**src/rtl/freq_mult_pkg.sv**
```systemverilog
// Shared types and constants for the frequency-multiplier measurement path.
package freq_mult_pkg;

  // Calibration sequencer states.
  typedef enum logic [2:0] {
    IDLE = 3'd0,
    INIT = 3'd1,
    WAIT = 3'd2,
    MEAS = 3'd3,
    LOAD = 3'd4
  } state_t;

  // Default synchronizer depth for the asynchronous measured input.
  localparam int SYNC_STAGES_DEF = 2;

endpackage

```
**src/rtl/in_sync_edge.sv**
```systemverilog
// Synchronizes an asynchronous input into the ref_f domain and flags
// its rising edges with a one-cycle pulse.
module in_sync_edge
  import freq_mult_pkg::*;
#(
  parameter int SYNC_STAGES = SYNC_STAGES_DEF
) (
  input  logic ref_f,
  input  logic rst,
  input  logic d,
  output logic rise
);

  logic [SYNC_STAGES-1:0] sync_q;
  logic                   prev_q;

  // Synchronizer chain followed by one extra flop for edge detection.
  // NOTE: non-blocking assignments let every stage sample the previous
  // stage's old value on the same edge, forming a true shift chain.
  always_ff @(posedge ref_f) begin
    if (rst) begin
      sync_q <= '0;
      prev_q <= 1'b0;
    end else begin
      sync_q <= {sync_q[SYNC_STAGES-2:0], d};
      prev_q <= sync_q[SYNC_STAGES-1];
    end
  end

  assign rise = sync_q[SYNC_STAGES-1] & ~prev_q;

endmodule

```
**src/rtl/freq_meas_ctrl.sv**
```systemverilog
// Measurement sequencer: on an adjust request, times 2^AVG_LOG2 periods of
// in_freq in ref_f cycles and loads the averaged period for the divider.
// The accumulator doubles as the timeout counter while waiting for edges.
module freq_meas_ctrl
  import freq_mult_pkg::*;
#(
  parameter int CNT_W       = 16,
  parameter int AVG_LOG2    = 2,
  parameter int SYNC_STAGES = SYNC_STAGES_DEF
) (
  input  logic             ref_f,
  input  logic             rst,
  input  logic             in_freq,
  input  logic             adjust,
  output logic [CNT_W-1:0] period,
  output logic             ld,
  output logic             valid,
  output logic             busy,
  output logic             timeout
);

  localparam int                ACC_W     = CNT_W + AVG_LOG2;
  localparam logic [AVG_LOG2:0] EDGE_LAST = (AVG_LOG2 + 1)'((1 << AVG_LOG2) - 1);

  state_t            state_q, state_d;
  logic [ACC_W-1:0]  acc_q;
  logic [AVG_LOG2:0] edge_q;
  logic [CNT_W-1:0]  period_q;
  logic              timeout_q;
  logic              have_q;

  logic              rise;
  logic              acc_full;
  logic [CNT_W-1:0]  period_avg;
  logic              acc_clr, acc_inc;
  logic              edge_clr, edge_inc;
  logic              load_period;
  logic              set_timeout, clr_timeout;
  logic              set_have;

  in_sync_edge #(
    .SYNC_STAGES(SYNC_STAGES)
  ) u_sync (
    .ref_f (ref_f),
    .rst   (rst),
    .d     (in_freq),
    .rise  (rise)
  );

  assign acc_full = &acc_q;

  // acc holds (elapsed cycles - 1) at the final edge; the +1 is taken one bit
  // wider so an all-ones accumulator does not wrap before the divide.
  assign period_avg = CNT_W'(({1'b0, acc_q} + (ACC_W + 1)'(1)) >> AVG_LOG2);

  // Next-state and datapath control decode.
  // NOTE: every signal gets a default before the case so no path leaves a
  // value unassigned, which would otherwise infer a latch.
  always_comb begin
    state_d     = state_q;
    acc_clr     = 1'b0;
    acc_inc     = 1'b0;
    edge_clr    = 1'b0;
    edge_inc    = 1'b0;
    load_period = 1'b0;
    set_timeout = 1'b0;
    clr_timeout = 1'b0;
    set_have    = 1'b0;
    case (state_q)
      IDLE: begin
        if (adjust) state_d = INIT;
      end
      INIT: begin
        acc_clr     = 1'b1;
        edge_clr    = 1'b1;
        clr_timeout = 1'b1;
        if (!adjust) state_d = WAIT;
      end
      WAIT: begin
        if (adjust) begin
          state_d = INIT;
        end else if (rise) begin
          acc_clr  = 1'b1;
          edge_clr = 1'b1;
          state_d  = MEAS;
        end else if (acc_full) begin
          set_timeout = 1'b1;
          state_d     = IDLE;
        end else begin
          acc_inc = 1'b1;
        end
      end
      MEAS: begin
        if (adjust) begin
          state_d = INIT;
        end else if (rise && (edge_q == EDGE_LAST)) begin
          load_period = 1'b1;
          state_d     = LOAD;
        end else if (acc_full) begin
          set_timeout = 1'b1;
          state_d     = IDLE;
        end else begin
          acc_inc  = 1'b1;
          edge_inc = rise;
        end
      end
      LOAD: begin
        if (adjust) begin
          state_d = INIT;
        end else begin
          set_have = 1'b1;
          state_d  = IDLE;
        end
      end
      default: state_d = IDLE;
    endcase
  end

  // State register, accumulator, edge counter and output registers.
  always_ff @(posedge ref_f) begin
    if (rst) begin
      state_q   <= IDLE;
      acc_q     <= '0;
      edge_q    <= '0;
      period_q  <= '0;
      timeout_q <= 1'b0;
      have_q    <= 1'b0;
    end else begin
      state_q <= state_d;
      if (acc_clr)       acc_q <= '0;
      else if (acc_inc)  acc_q <= acc_q + ACC_W'(1);
      if (edge_clr)      edge_q <= '0;
      else if (edge_inc) edge_q <= edge_q + (AVG_LOG2 + 1)'(1);
      if (load_period)   period_q <= period_avg;
      if (set_timeout)      timeout_q <= 1'b1;
      else if (clr_timeout) timeout_q <= 1'b0;
      if (set_timeout)   have_q <= 1'b0;
      else if (set_have) have_q <= 1'b1;
    end
  end

  // A restart request during LOAD suppresses the load strobe.
  assign ld      = (state_q == LOAD) && !adjust;
  assign valid   = (state_q == IDLE) && have_q;
  assign busy    = (state_q != IDLE);
  assign timeout = timeout_q;
  assign period  = period_q;

endmodule

```
**config.mk**
```make
export PLATFORM = sky130hd
export DESIGN_NAME = freq_meas_ctrl
export DESIGN_NICKNAME = d
export VERILOG_FILES = /design/src/rtl/freq_mult_pkg.sv /design/src/rtl/in_sync_edge.sv /design/src/rtl/freq_meas_ctrl.sv
export SDC_FILE = /design/constraint.sdc
export NUM_CORES = 1
export LEC_CHECK = 0
export CORE_MARGIN = 3
export CORE_UTILIZATION = 50
export CTS_CLUSTER_SIZE = 14
export DETAILED_ROUTE_END_ITERATION = 10
export MAX_ROUTING_LAYER = met4
export PLACE_DENSITY = 0.78
export SETUP_SLACK_MARGIN = 0.15
export SLEW_MARGIN = 20
export SYNTH_ARGS = -nofsm -noshare
export SYNTH_HDL_FRONTEND = slang
export SYNTH_SLANG_ARGS = --single-unit
```
**constraint.sdc**
```tcl
create_clock -name ref_f -period 2.6 [get_ports ref_f]
set_clock_uncertainty 0.15 [all_clocks]
set_input_delay 0.52 -clock ref_f [delete_from_list [all_inputs] [get_ports ref_f]]
set_output_delay 0.52 -clock ref_f [all_outputs]
set_load 0.1 [all_outputs]
```
==> results.sh <==
export IMPL_synth_edf_count=0
export IMPL_dieArea_mm2=0.00572
export IMPL_dp_cells=344
export IMPL_ys_warn_count=0
export IMPL_ys_types=46
export IMPL_drt_vias_per_instance=5.89
export IMPL_clock_sinks=45
export IMPL_area_delta_synth_final_pct=17.5
export IMPL_async_flop_share_pct=0
export IMPL_drtPass1Iterations=4
export IMPL_hp_class="reg2reg"
export IMPL_wl_per_cell_um=14.4
export IMPL_ios=24
export IMPL_synth_xor_area_share_pct=4.70
export IMPL_final_period_utilization_pct=88.5
export IMPL_hold_viol=0
export IMPL_synth_commonest_cells="dfxtp_1, nand2_1, nor2_1"
export IMPL_instances_no_fill=352
export IMPL_initial_core_util_pct=53.8
export IMPL_setup_viol=0
export IMPL_worstPathRequired_ns=1.93
export IMPL_h_tree_depth=2
export IMPL_worstSetupPathType="in2out"
export IMPL_synth_area_mm2=0.00242
export IMPL_synthSimpleGateAreaFrac_pct=27.3
export IMPL_p_comb_share_pct=6.8
export IMPL_diodes=0
export IMPL_dp_hpwl_um=3770
export IMPL_p_per_area_mw_per_mm2=469
export IMPL_fp_dieW_um=75.6
export IMPL_gp_congestion=0.962
export IMPL_post_cts_buffers=0
export IMPL_tns_ns=0
export IMPL_dominantRegCellSynth="dfxtp_1"
export IMPL_synth_top_family_by_area="simple AND/OR/NAND/NOR gates"
export IMPL_cts_root_buf="clkbuf_8"
export IMPL_synth_compound_area_share_pct=16.6
export IMPL_coreArea_mm2=0.00450
export IMPL_worst_pin_slew_ns=0.673
export IMPL_reg2reg_slack_ns=0.43
export IMPL_syn_inst=283
export IMPL_grt_pass1_wl_um=8710
export IMPL_placement_io_buffers=23
export IMPL_post_route_util_pct=63.2
export IMPL_pwr_share_seq_pct=52.5
export IMPL_synth_avg_cell_area_um2=8.56
export IMPL_ant_nets=0
export IMPL_power_total_mw=1.33
export IMPL_clkTransAtPathRegs_ns=0.08
export IMPL_synthTopCellsByArea="dfxtp_1, mux2i_1, a211oi_1"
export IMPL_crit_arrival_ns=1.63
export IMPL_cp_start_kind="primary input"
export IMPL_grt_pass1_vias=1810
export IMPL_drc=0
export IMPL_post_synth_top_area_fraction_pct=37.2
export IMPL_p_int_mw=1.04
export IMPL_synth_adder_area_share_pct=1.55
export IMPL_synth_area_mux_share_pct=7.85
export IMPL_synth_most_common_cell="dfxtp_1"
export IMPL_crit_fanout=5
export IMPL_slew_headroom_pct=54.8
export IMPL_final_max_slew_violation_count=0
export IMPL_fmax_mhz=435
export IMPL_p_leak_nw=0.943
export IMPL_synth_seq_cells=45
export IMPL_antenna_found_initial=0
export IMPL_clkLatencyLatePin_ns=0.30
export IMPL_rows=24
export IMPL_status="complete, no violations"
export IMPL_synth_fp_nets=290
export IMPL_synth_area_leader_cell="dfxtp_1"
export IMPL_clkPwrFrac_pct=40.7
export IMPL_cts_repair_resized=0
export IMPL_finalCriticalPeriod_ns=2.30
export IMPL_drt_total_wl_um=5070
export IMPL_grt_total_usage_pct=20.7
export IMPL_cts_tree="done"
export IMPL_yosysSeqAreaShare_pct=37.2
export IMPL_grt_setup_unrepaired="false"
export IMPL_switching_power_mw=0.293
export IMPL_vias=2075
export IMPL_switching_share_pct=22.0
export IMPL_numCtsBuffers=5
export IMPL_grt_overflow=0
export IMPL_max_cap_violations=0
export IMPL_nets=306
export IMPL_drive_above_1_share_pct=15.0
export IMPL_cts_hold_buffers=0
export IMPL_ir_worst_vdd_v=0.000304
export IMPL_grt_max_degree=41
export IMPL_clockBufferDepth=2
export IMPL_cp_end_kind="output pin"
export IMPL_initialDrtViolationCount=222
export IMPL_dieHeight_um=75.6
==> per-stage QoR <==
| step | instance area (µm²) | hold WS [ns] | worst slack (ns) |
|---|---|---|---|
| floorplan | 2450 | 0.264 | 0.349 |
| global placement | 2730 | 0.281 | 0.194 |
| detailed placement | 2730 | 0.278 | 0.144 |
| CTS | 2850 | 0.297 | 0.290 |
| global route | 2850 | 0.307 | 0.244 |
| finish | 2850 | 0.291 | 0.299 |
==> logic make-up after synthesis <==
family / Yosys count
AO/OA/AOI/OAI: 52
XOR/XNOR: 13
adder cells (fa/ha/maj): 3
buffers and inverters: 28
flip-flops: 45
multiplexers: 19
AND/OR/NAND/NOR: 123
==> metal layers <==
layer	global-route usage, %	vias up	wire length (µm)
li1	-	1058	-
met3	6.46	6	322
met4	8.35	0	76
met2	28.4	64	2220
met5	-	-	0
met1	28.0	947	2450
==> placed cells by master, fill, tap and decap left out, types with 3 or more instances in the layout <==
master,count
a211oi_1,17
a21oi_1,3
a311oi_1,8
and2_1,4
and3_1,5
and4_1,4
buf_12,4
buf_4,26
clkbuf_8,6
clkdlybuf4s50_1,3
dfxtp_1,45
ha_1,3
inv_1,4
mux2i_1,19
nand2_1,30
nand2b_1,17
nand3_1,8
nand4_1,8
nor2_1,21
nor2b_1,6
nor3_1,6
o21ai_0,5
or3_1,3
xnor2_1,7
xor2_1,6
==> critical path, stage by stage <==
cell and delay (ns):
clkdlybuf4s50_1 0.43, buf_4 0.17, nor4b_4 0.29, buf_12 0.22
==> path summary, 6_finish.rpt <==
path / startpoint / end / cells past startpoint
setup reg to reg: acc_q[0] / period[14] / 5
hold / removal: u_sync.sync_q[0] / u_sync.sync_q[1] / 1
setup / recovery: adjust / ld / 4
hold reg to reg: u_sync.sync_q[0] / u_sync.sync_q[1] / 1
==> power groups by stage <==
stage	Clock, mW	Combinational, mW	Sequential, mW
global placement	0	0.0899	0.717
CTS	0.560	0.0913	0.701
detailed placement	0	0.0911	0.717
global route	0.590	0.0999	0.702
finish	0.543	0.0904	0.701
floorplan	0	0.0678	0.712
==> cell type report <==
cell class | count | area, µm²
clock inverters | 1 | 30.0
clock buffers | 7 | 86.3
multi-input cells | 210 | 1450
fillers | 398 | 1660
inverters | 4 | 15.0
repair buffers | 33 | 305
well taps | 52 | 65.1
flip-flops and latches | 45 | 901
==> state kept, by name (all words and copies together), names as in the netlist <==
signal and flops:
edge_q 3, have_q 1, period 16, u_sync.sync_q 2, state_q 3, u_sync.prev_q 1
acc_q 18, timeout 1
Power figures use the tool's default switching activity.
==> variant: new RTL, same settings <==
`CNT_W`: 16 -> 14.
--- a/src/rtl/freq_meas_ctrl.sv
+++ b/src/rtl/freq_meas_ctrl.sv
@@ -5,5 +5,5 @@
   import freq_mult_pkg::*;
 #(
-  parameter int CNT_W       = 16,
+  parameter int CNT_W       = 14,
   parameter int AVG_LOG2    = 2,
   parameter int SYNC_STAGES = SYNC_STAGES_DEF
Interface: changed (resized period); port bits go from 24 to 22. The function was not compared with the original's and may differ.
==> variant against the original RTL <==
- area after synthesis is 12% lower
- non-clock buffer count is 5 lower
- worst setup slack worse by 0.034 ns
- die area is 11% lower
- total power is 9.3% lower
- sequential cell count is 4 lower
- clock power is 9.8% lower
- critical path depth stayed put
- wire length is 11% lower
- design area is 13% lower
- critical path type unchanged
==> variant: results (changes against the original RTL) <==
vias in the first global route 1550 (was 1810); Async S/R FF share, synth 0% (unchanged); mux contribution to synthesized area 0.943% (was 7.85%); Reg-to-Reg End acc_q[12]$_SDFFE_PP0P_ (was period[14]$_SDFFE_PP0P_); worst reg-to-reg path cell count 5 (unchanged); Yosys cell types 45 (was 46); Area contributors post-synth dfxtp_1, a211oi_1, a21oi_1, or4_1, o31ai_1 (was dfxtp_1, mux2i_1, a211oi_1, nand2_1, nand2b_1); P_clk 0.490 mW (was 0.543 mW); Synth top cells by count dfxtp_1, a21oi_1, nor2_1 (was dfxtp_1, nand2_1, nor2_1); Arr. time, crit path 1.67 ns (was 1.63 ns); Via-to-Cell Ratio 5.91 (was 5.89); metal3 WL 232 um (was 322 um); crit-path max FO 4 (was 5); crit path capture ld (unchanged); largest net degree at the start of global routing 29 (was 41); Max rail drop VDD 254 uV (was 304 uV); Seq power 0.641 mW (was 0.701 mW); met1 wire length 2190 um (was 2450 um); nets 261 (was 306); total power 1.21 mW (was 1.33 mW); register area share after synthesis 38.7% (was 37.2%); met2 usage 27.3% (was 28.4%); share of layout cells above drive strength 1 17.3% (was 15.0%); XOR/XNOR Fraction of Synth Area 4.95% (was 4.70%); final wirelength 4520 um (was 5070 um); clk buf depth 2 (unchanged); net count after synthesis 244 (was 290); outcome finished clean (unchanged); sw frac 22.2% (was 22.0%); Post-DP HPWL 3140 um (was 3770 um); GP Congestion 0.813 (was 0.962); R2R Setup Slk 0.47 ns (was 0.43 ns); Pleak 0.816 nW (was 0.943 nW); Slew @ Worst Pin 0.642 ns (was 0.673 ns); Overall Global Routing Usage 19.2% (was 20.7%); Compound-Gate Fraction of Synth Area 20.2% (was 16.6%); flip-flop count of the largest register after layout 16 (was 18); Met2 Wirelength 2030 um (was 2220 um); met3 usage 4.83% (was 6.46%); Pre-antenna DRT Iters 4 (unchanged); Initial DRC Count 121 (was 222); highest cell delay on the worst timing path 0.47 ns (was 0.43 ns)
-- variant: cell count changes in the layout (fill, tap and decap cells not counted), moves of 6 or more --
| cell | before | now |
|---|---|---|
| a311oi_1 | 8 | 2 |
| nand2b_1 | 17 | 4 |
| mux2i_1 | 19 | 2 |
| nand2_1 | 30 | 5 |
| a21oi_1 | 3 | 20 |
| or4_1 | 2 | 13 |
| o31ai_1 | 0 | 12 |
-- variant: final cells by class --
class | instances | area [um^2]
clock buffers | 5 | 68.8
clock inverters | 2 | 35.0
fillers | 352 | 1580
inverters | 7 | 26.3
multi-input cells | 171 | 1200
flip-flops and latches | 41 | 821
well taps | 50 | 62.6
repair buffers | 28 | 268
-- variant: per-stage QoR --
step	instances	instance area, um^2	utilization (%)	hold WS (ns)	setup slack [ns]
final	304	2480	61.1	0.299	0.264
after global routing	304	2480	61.1	0.326	0.201
after CTS	304	2480	61.1	0.304	0.258
after detailed placement	297	2380	58.6	0.282	0.186
after global placement	297	2380	58.6	0.281	0.276
after floorplan	237	2150	-	0.264	0.246
-- variant: how the worst min path moves through the flow --
stage,slack [ns],end,startpoint
after floorplan,0.26,u_sync.sync_q[1]$_SDFF_PP0_,u_sync.sync_q[0]$_SDFF_PP0_
after global placement,0.28,u_sync.sync_q[1]$_SDFF_PP0_,u_sync.sync_q[0]$_SDFF_PP0_
after detailed placement,0.28,u_sync.sync_q[1]$_SDFF_PP0_,u_sync.sync_q[0]$_SDFF_PP0_
after CTS,0.30,u_sync.sync_q[1]$_SDFF_PP0_,u_sync.sync_q[0]$_SDFF_PP0_
after global routing,0.33,u_sync.sync_q[1]$_SDFF_PP0_,u_sync.sync_q[0]$_SDFF_PP0_
final,0.30,u_sync.sync_q[1]$_SDFF_PP0_,u_sync.sync_q[0]$_SDFF_PP0_
